--- src/rtl/prbs_link_tester.sv ---
// Loopback BER tester: programmable symbol strobe, N_CH PRBS7/PRBS9 generators,
// and per-channel self-synchronising checkers with lock, error and bit counters.
module prbs_link_tester #(
  parameter int unsigned NB_COUNT = 3,
  parameter int unsigned N_CH     = 2,
  parameter int unsigned NB_ERR   = 16,
  parameter int unsigned LOCK_N   = 16,
  parameter int unsigned LOSS_N   = 4
) (
  input  logic                     clock,
  input  logic                     i_reset,
  input  logic                     i_enable,
  input  logic [NB_COUNT-1:0]      i_rate,
  input  logic                     i_mode,
  input  logic                     i_check_en,
  input  logic                     i_clear,
  input  logic                     i_rx_valid,
  input  logic [N_CH-1:0]          i_rx_data,
  output logic                     o_valid,
  output logic [N_CH-1:0]          o_data,
  output logic [N_CH-1:0]          o_lock,
  output logic [N_CH*NB_ERR-1:0]   o_err_count,
  output logic [NB_ERR-1:0]        o_bit_count
);

  localparam int unsigned NB_LFSR  = 9;
  localparam int unsigned NB_FILL  = 4;
  localparam int unsigned NB_MATCH = $clog2(LOCK_N + 1);
  localparam int unsigned NB_MISS  = $clog2(LOSS_N + 1);

  typedef enum logic {
    HUNT   = 1'b0,
    LOCKED = 1'b1
  } chk_state_e;

  logic                              mode_q;
  logic                              mode_chg;
  logic                              strobe;
  logic                              adv;
  logic [NB_FILL-1:0]                order;

  logic [NB_COUNT-1:0]               count_q, count_d;
  logic                              valid_q, valid_d;
  logic [N_CH-1:0]                   data_q, data_d;
  logic [N_CH-1:0][NB_LFSR-1:0]      lfsr_q, lfsr_d;

  chk_state_e                        state_q [N_CH];
  chk_state_e                        state_d [N_CH];
  logic [N_CH-1:0][NB_LFSR-1:0]      hist_q, hist_d;
  logic [N_CH-1:0][NB_FILL-1:0]      fill_q, fill_d;
  logic [N_CH-1:0][NB_MATCH-1:0]     match_q, match_d;
  logic [N_CH-1:0][NB_MISS-1:0]      miss_q, miss_d;
  logic [N_CH-1:0][NB_ERR-1:0]       err_q, err_d;
  logic [NB_ERR-1:0]                 bits_q, bits_d;
  logic [N_CH-1:0]                   pred;
  logic [N_CH-1:0]                   hit;
  logic [N_CH-1:0]                   err_inc;

  // Channel k seeds with all-ones minus k; PRBS7 only looks at the low 7 bits.
  function automatic logic [NB_LFSR-1:0] seed_of(input int unsigned k);
    return 9'h1FF - 9'(k);
  endfunction

  assign mode_chg = (i_mode != mode_q);
  assign adv      = i_rx_valid && i_check_en;
  assign order    = mode_q ? 4'd9 : 4'd7;

  // Rate divider and PRBS generators
  always_comb begin
    strobe  = i_enable && (count_q == i_rate);
    count_d = count_q;
    valid_d = strobe;
    data_d  = data_q;
    lfsr_d  = lfsr_q;
    if (i_enable) begin
      count_d = strobe ? '0 : NB_COUNT'(count_q + 1'b1);
    end
    for (int unsigned k = 0; k < N_CH; k++) begin
      if (strobe) begin
        data_d[k] = mode_q ? lfsr_q[k][8] : lfsr_q[k][6];
      end
      if (mode_chg) begin
        lfsr_d[k] = seed_of(k);
      end else if (strobe) begin
        lfsr_d[k] = {lfsr_q[k][7:0],
                     mode_q ? (lfsr_q[k][8] ^ lfsr_q[k][4])
                            : (lfsr_q[k][6] ^ lfsr_q[k][5])};
      end
    end
  end

  // Checkers: while locked the history runs on its own predictions
  always_comb begin
    state_d = state_q;
    hist_d  = hist_q;
    fill_d  = fill_q;
    match_d = match_q;
    miss_d  = miss_q;
    err_inc = '0;
    pred    = '0;
    hit     = '0;
    for (int unsigned k = 0; k < N_CH; k++) begin
      pred[k] = mode_q ? (hist_q[k][8] ^ hist_q[k][4]) : (hist_q[k][6] ^ hist_q[k][5]);
      hit[k]  = (i_rx_data[k] == pred[k]);
      if (mode_chg) begin
        state_d[k] = HUNT;
        hist_d[k]  = '0;
        fill_d[k]  = '0;
        match_d[k] = '0;
        miss_d[k]  = '0;
      end else if (adv) begin
        case (state_q[k])
          HUNT: begin
            hist_d[k] = {hist_q[k][7:0], i_rx_data[k]};
            if (fill_q[k] != order) begin
              fill_d[k] = NB_FILL'(fill_q[k] + 1'b1);
            end else if (!hit[k]) begin
              match_d[k] = '0;
            end else if (match_q[k] == NB_MATCH'(LOCK_N - 1)) begin
              state_d[k] = LOCKED;
              match_d[k] = '0;
              miss_d[k]  = '0;
            end else begin
              match_d[k] = NB_MATCH'(match_q[k] + 1'b1);
            end
          end
          LOCKED: begin
            hist_d[k] = {hist_q[k][7:0], pred[k]};
            if (hit[k]) begin
              miss_d[k] = '0;
            end else begin
              err_inc[k] = 1'b1;
              if (miss_q[k] == NB_MISS'(LOSS_N - 1)) begin
                state_d[k] = HUNT;
                hist_d[k]  = '0;
                fill_d[k]  = '0;
                match_d[k] = '0;
                miss_d[k]  = '0;
              end else begin
                miss_d[k] = NB_MISS'(miss_q[k] + 1'b1);
              end
            end
          end
          default: ;
        endcase
      end
    end
  end

  // Saturating error/bit counters; a clear beats a same-cycle count
  always_comb begin
    err_d  = err_q;
    bits_d = bits_q;
    for (int unsigned k = 0; k < N_CH; k++) begin
      if (i_clear) begin
        err_d[k] = '0;
      end else if (err_inc[k] && (err_q[k] != '1)) begin
        err_d[k] = NB_ERR'(err_q[k] + 1'b1);
      end
    end
    if (i_clear) begin
      bits_d = '0;
    end else if (adv && (bits_q != '1)) begin
      bits_d = NB_ERR'(bits_q + 1'b1);
    end
  end

  always_ff @(posedge clock) begin
    if (i_reset) begin
      mode_q  <= i_mode;
      count_q <= '0;
      valid_q <= 1'b0;
      data_q  <= '0;
      hist_q  <= '0;
      fill_q  <= '0;
      match_q <= '0;
      miss_q  <= '0;
      err_q   <= '0;
      bits_q  <= '0;
      for (int unsigned k = 0; k < N_CH; k++) begin
        lfsr_q[k]  <= seed_of(k);
        state_q[k] <= HUNT;
      end
    end else begin
      mode_q  <= i_mode;
      count_q <= count_d;
      valid_q <= valid_d;
      data_q  <= data_d;
      lfsr_q  <= lfsr_d;
      state_q <= state_d;
      hist_q  <= hist_d;
      fill_q  <= fill_d;
      match_q <= match_d;
      miss_q  <= miss_d;
      err_q   <= err_d;
      bits_q  <= bits_d;
    end
  end

  always_comb begin
    o_lock = '0;
    for (int unsigned k = 0; k < N_CH; k++) begin
      o_lock[k] = (state_q[k] == LOCKED);
    end
  end

  assign o_valid     = valid_q;
  assign o_data      = data_q;
  assign o_err_count = err_q;
  assign o_bit_count = bits_q;

endmodule

--- config.mk ---
export PLATFORM = sky130hd
export DESIGN_NAME = prbs_link_tester
export DESIGN_NICKNAME = d
export VERILOG_FILES = /design/src/rtl/prbs_link_tester.sv
export SDC_FILE = /design/constraint.sdc
export NUM_CORES = 1
export LEC_CHECK = 0
export ABC_CLOCK_PERIOD_IN_PS = 2400
export CORE_AREA = 3 3 117 119
export CTS_CLUSTER_DIAMETER = 50
export CTS_CLUSTER_SIZE = 16
export DETAILED_ROUTE_END_ITERATION = 10
export DIE_AREA = 0 0 120 122
export PLACE_DENSITY = 0.66
export SYNTH_ARGS = -nofsm -noshare
export SYNTH_HDL_FRONTEND = slang
export SYNTH_SLANG_ARGS = --single-unit
export TNS_END_PERCENT = 50
--- constraint.sdc ---
create_clock -name clock -period 2.4 [get_ports clock]
set_input_delay 0.24 -clock clock [delete_from_list [all_inputs] [get_ports clock]]
set_output_delay 0.24 -clock clock [all_outputs]
set_load 0.02 [all_outputs]
==> results of run 1 <==
-- final cells by class --
class / count / share of cell area [%]
multi-input combinational: 525 / 43.2
sequential: 117 / 31.7
timing repair buffer: 103 / 12.6
clock buffer: 23 / 6.73
tap: 172 / 2.91
clock inverter: 9 / 2.30
inverter: 10 / 0.507
-- Yosys cell counts, types with 10 or more instances --
library cell / instances / area share (%)
a21oi_1: 70 / 6.2
and4_1: 10 / 1.5
clkbuf_1: 26 / 1.7
dfxtp_1: 117 / 41
ha_1: 12 / 2.6
inv_1: 10 / 0.66
mux2i_1: 17 / 3.0
nand2_1: 118 / 7.8
nand3_1: 53 / 4.7
nand4_1: 19 / 2.1
nor2_1: 18 / 1.2
nor3_1: 11 / 0.97
nor4_1: 10 / 1.1
o21ai_0: 19 / 1.7
o31ai_1: 20 / 2.6
or3_1: 22 / 2.4
or4_1: 21 / 2.8
-- worst paths after layout --
check                                             start  cells after the start  slack (ns)                           end
worst min-delay path                             i_mode                      1        0.39                mode_q$_DFF_P_
worst max register to register  hist_q[14]$_SDFFE_PP0N_                      8        0.04  o_err_count[21]$_SDFFE_PP0P_
worst min register to register  hist_q[12]$_SDFFE_PP0N_                      2        0.45       hist_q[13]$_SDFFE_PP0N_
worst max-delay path            hist_q[14]$_SDFFE_PP0N_                      8        0.04  o_err_count[21]$_SDFFE_PP0P_
-- kinds of logic after synthesis --
logic type | synth area share, %
xor+xnor | 2.30
mux | 3.00
compound gates | 18.3
simple gates | 29.5
flops | 41.3
fa+ha+maj | 2.65
buf+inv | 2.94
-- routing by layer --
layer,vias to the layer above,track usage (%),wire [um]
met5,-,0,0
li1,2758,-,-
met1,2612,25.8,6670
met4,0,7.02,221
met3,20,5.62,731
met2,146,33.8,6890
-- power breakdown --
group,switching [mW],internal (mW)
sequential,0.0140,1.96
clock,0.865,1.97
combinational,0.151,0.0896
total,1.03,4.02
-- registers in the layout (all words and copies together) (netlist names) --
signal and cells:
o_err_count 32, o_data 2, count_q 3, o_valid 1, match_q 10, fill_q 8, o_lock 2, mode_q 1
o_bit_count 16, lfsr_q 18, miss_q 6, hist_q 18
-- repair_timing --
item	in CTS	in global routing
endpoints found under the setup margin	2	19
pin swaps	1	6
buffers inserted	0	3
hold buffers	0	0
resized for setup	4	7
==> qor.yml, run 1 <==
floorplanning:
  rows: 41
  ioPinCount: 65
  initial_core_util_pct: 44.7
  die_h_um: 122
  die_area_sq_um: 14600
  core_sq_um: 12700
  die_w_um: 120
placed_design:
  hpwl_mm: 10.2
  dp_worst_setup_slack_ns: -0.113
  gp_congestion: 0.884
  io_buffer_count: 64
  dpl-instance-area_sq_um: 6680
  dp.cells: 924
synth:
  synth-edff-count: 0
  synth_flop_cell: "dfxtp_1"
  synth.net_count: 709
  syn_area_per_cell_sq_um: 8.27
  synth_seq_cells: 117
  synthesis.area_sq_um: 5670
  synth-async-reset-ratio_pct: 0
  ys_types: 58
  yosys_warnings: 0
  ys_seq_area_share_pct: 41.3
  syn_inst: 685
setup_path:
  cp.buffers_inverters: 1
  required_ns: 2.75
  cpPeakStageDelay_ns: 0.49
  end_kind: "flop"
  critPathTopFamily: "simple AND/OR/NAND/NOR gates"
  path_class: "flop to flop"
  worstPathArrival_ns: 2.71
  cp_max_fo: 4
  worst_path_max_delay_cell: "or4_4"
  cp_cell_sequence: "xnor2_1 > mux2i_1 > ha_1 > nand4_4 > buf_4 > or3_4 > or4_4 > a21oi_2"
  start_kind: "flop"
timing:
  finalSetupViolCount: 0
  finalHoldViolations: 0
  finalCriticalPeriod_ns: 2.36
  worstMarginPinSlew_ns: 0.677
  worst_slack_ns: 0.0415
  fin_tns_setup_ns: 0
  drv_slew: 0
  hold_ws_ns: 0.394
  max_freq_mhz: 424
  fin_crit_sh_pct: 98.3
  rsz0062_at_grt: "yes"
  max_slew_margin_pct: 54.5
  finalClockSkew_ns: 0.00592
global_route:
  grt_use_total_pct: 20.5
  grt_overflow: 0
  grt_pass1_vias: 5240
  grt_pass1_wl_mm: 24.6
  antenna_found_initial: 0
  grt_max_degree: 28
clock_network:
  cts_tree: "built"
  clock_sinks: 117
  clk_latency_ns: 0.42
  clk_pin_slew_worst_paths_ns: 0.05
  h-tree-depth: 4
  root_buffer: "clkbuf_16"
  cts_buffers: 17
  clock_path_buffers: 2
detailed_routing:
  wirelength_mm: 14.5
  drtAntennaViolNets: 0
  first_iter_violations: 398
  post_drt_wl_per_cell_um: 15.1
  vias: 5536
  viasPerCell: 5.77
  firstDrtPassIters: 5
  drc: 0
min_path:
  hp-class: "primary input to flop"
layout:
  layout_commonest_cell: "nand2_1"
  fillCellCount: 1153
  antenna_cells: 0
  final_cell_mix: "118 x nand2_1, 113 x dfxtp_1, 69 x a21oi_1, 64 x clkdlybuf4s50_1, 52 x nand3_1"
  multi_input_comb_area_sq_um: 3200
  final_util_pct: 58.4
  seqCellArea_sq_um: 2350
  fin_nets: 798
  areaGrowthSynthToFinish_pct: 30.6
  stdcell_count: 959
  drive_gt1_share_pct: 11.8
  design_area_sq_um: 7400
power_and_ir_drop:
  power_per_cell_area_nw_per_um2: 682
  power_mw: 5.05
  p_leak_nw: 2.56
  ir_drop_mv: 0.556
run_status:
  outcome: "complete, no violations"
job:
  drv_cap: 0
No activity file was read; power rests on OpenSTA's default activity.
==> run 2: changes to the inputs <==
--- a/config.mk
+++ b/config.mk
@@ -11,7 +11,8 @@
 export CTS_CLUSTER_SIZE = 16
 export DETAILED_ROUTE_END_ITERATION = 10
 export DIE_AREA = 0 0 120 122
-export PLACE_DENSITY = 0.66
+export DONT_BUFFER_PORTS = 1
+export PLACE_DENSITY = 0.59
 export SYNTH_ARGS = -nofsm -noshare
 export SYNTH_HDL_FRONTEND = slang
 export SYNTH_SLANG_ARGS = --single-unit
==> qor.yml, run 2 (synthesis results as in run 1) <==
job:
  drv_cap: 0
layout:
  layout_commonest_cell: "nand2_1"
  antenna_cells: 0
  stdcell_count: 912
  drive_gt1_share_pct: 13.6
  fin_nets: 751
  final_cell_mix: "118 x nand2_1, 112 x dfxtp_1, 69 x a21oi_1, 53 x nand3_1, 50 x buf_4"
  largest_reg_flops: 32
  areaGrowthSynthToFinish_pct: 20.8
global_route:
  grt_pass1_vias: 5130
  grt_pass1_wl_mm: 24.7
  grt_max_degree: 34
  antenna_found_initial: 0
  grt_overflow: 0
  grt_use_total_pct: 20.9
timing:
  finalCriticalPeriod_ns: 2.27
  finalHoldViolations: 0
  finalSetupViolCount: 0
  worst_slack_ns: 0.127
  fin_tns_setup_ns: 0
  hold_ws_ns: 0.0200
  fin_crit_sh_pct: 94.7
  max_slew_margin_pct: 51.9
  finalClockSkew_ns: 0.00679
  max_freq_mhz: 440
  worstMarginPinSlew_ns: 0.721
  drv_slew: 0
  rsz0062_at_grt: "no"
clock_network:
  clk_latency_ns: 0.42
  h-tree-depth: 4
  cts_buffers: 17
  clk_pin_slew_worst_paths_ns: 0.05
  clock_sinks: 117
  root_buffer: "clkbuf_16"
  cts_tree: "built"
  clock_path_buffers: 2
detailed_routing:
  wirelength_mm: 15.0
  first_iter_violations: 380
  vias: 5446
  post_drt_wl_per_cell_um: 16.5
  drc: 0
  firstDrtPassIters: 5
  drtAntennaViolNets: 0
  viasPerCell: 5.97
power_and_ir_drop:
  pwr-share-comb_pct: 4.3
  power.share.sequential_pct: 40.8
  power_mw: 4.85
  swShare_pct: 21.4
  power_per_cell_area_nw_per_um2: 708
  clkPwrFrac_pct: 54.9
  internal_power_mw: 3.81
  ir_drop_mv: 0.559
  p_switching_mw: 1.04
  p_leak_nw: 2.41
placed_design:
  gp_congestion: 0.803
  hpwl_mm: 10.2
  dp_worst_setup_slack_ns: 0.0132
  io_buffer_count: 0
  dp.cells: 873
floorplanning:
  die_w_um: 120
  initial_core_util_pct: 44.7
  die_area_sq_um: 14600
  ioPinCount: 65
  die_h_um: 122
  rows: 41
  core_sq_um: 12700
setup_path:
  required_ns: 2.74
  end_kind: "flop"
  worstPathArrival_ns: 2.61
  start_kind: "flop"
  cp_max_fo: 6
  path_class: "flop to flop"
run_status:
  outcome: "complete, no violations"
min_path:
  hp-class: "primary input to flop"
-- run 2: cell types whose count changed in the layout (fill, tap and decap cells not counted), sizes merged --
cell           delta
buf              +11
bufinv            -1
clkbuf            -2
clkdlybuf4s50    -64
clkinv            +3
dlygate4sd3       +6
-- run 2: worst max-delay path, cell delays in order (launching register included) --
cell     delay (ns)
dfxtp_2        0.33
xnor2_2        0.13
mux2i_1        0.11
ha_1           0.38
nand4_4        0.14
or4_4          0.53
or4_1          0.42
a21oi_1        0.14
-- run 2: area by class of cell --
type,count,area [sq um]
Fill cell,1200,5830
Multi-Input combinational cell,525,3190
Sequential cell,117,2350
Clock buffer,21,460
Timing Repair Buffer,56,435
Tap cell,172,215
Clock inverter,11,155
Inverter,10,37.5
-- run 2: power by group through the flow --
stage	logic, mW	clock network (mW)	registers, mW
floorplan	0.134	0	2.02
global placement	0.187	0	2.02
detailed placement	0.192	0	2.02
CTS	0.207	2.71	1.98
global route	0.231	2.77	1.98
finish	0.206	2.66	1.98
-- run 2: layer usage --
metal	vias up	global-route usage, %	wire (um)
met5	-	0	0
met4	0	8.95	197
met3	23	6.08	948
met2	151	34.0	7130
met1	2608	26.1	6750
li1	2664	-	-
-- run 2: worst paths after layout --
check / start / end / slack [ns] / depth (start not counted)
setup / recovery: hist_q[13]$_SDFFE_PP0N_ / o_err_count[25]$_SDFFE_PP0P_ / 0.13 / 7
hold / removal: i_clear / o_err_count[29]$_SDFFE_PP0P_ / 0.02 / 2
setup reg to reg: hist_q[13]$_SDFFE_PP0N_ / o_err_count[25]$_SDFFE_PP0P_ / 0.13 / 7
hold reg to reg: hist_q[16]$_SDFFE_PP0N_ / hist_q[17]$_SDFFE_PP0N_ / 0.44 / 2
-- run 2: per-stage QoR --
| step | instance area (sq um) | util [%] |
|---|---|---|
| 6_report | 6840 | 54.0 |
| 5_1_grt | 6840 | 54.0 |
| 4_1_cts | 6820 | 53.8 |
| 3_5_place_dp | 6140 | 48.5 |
| 3_3_place_gp | 6140 | 48.5 |
| 2_1_floorplan | 5680 | - |
-- run 2: repair_timing --
item | CTS | global route
setup endpoints to repair | 1 | 5
hold buffers | 6 | 0
pin swaps | 1 | 5
resized for setup | 2 | 6
setup buffers | 0 | 1
endpoints found under the hold margin | 13 | 0
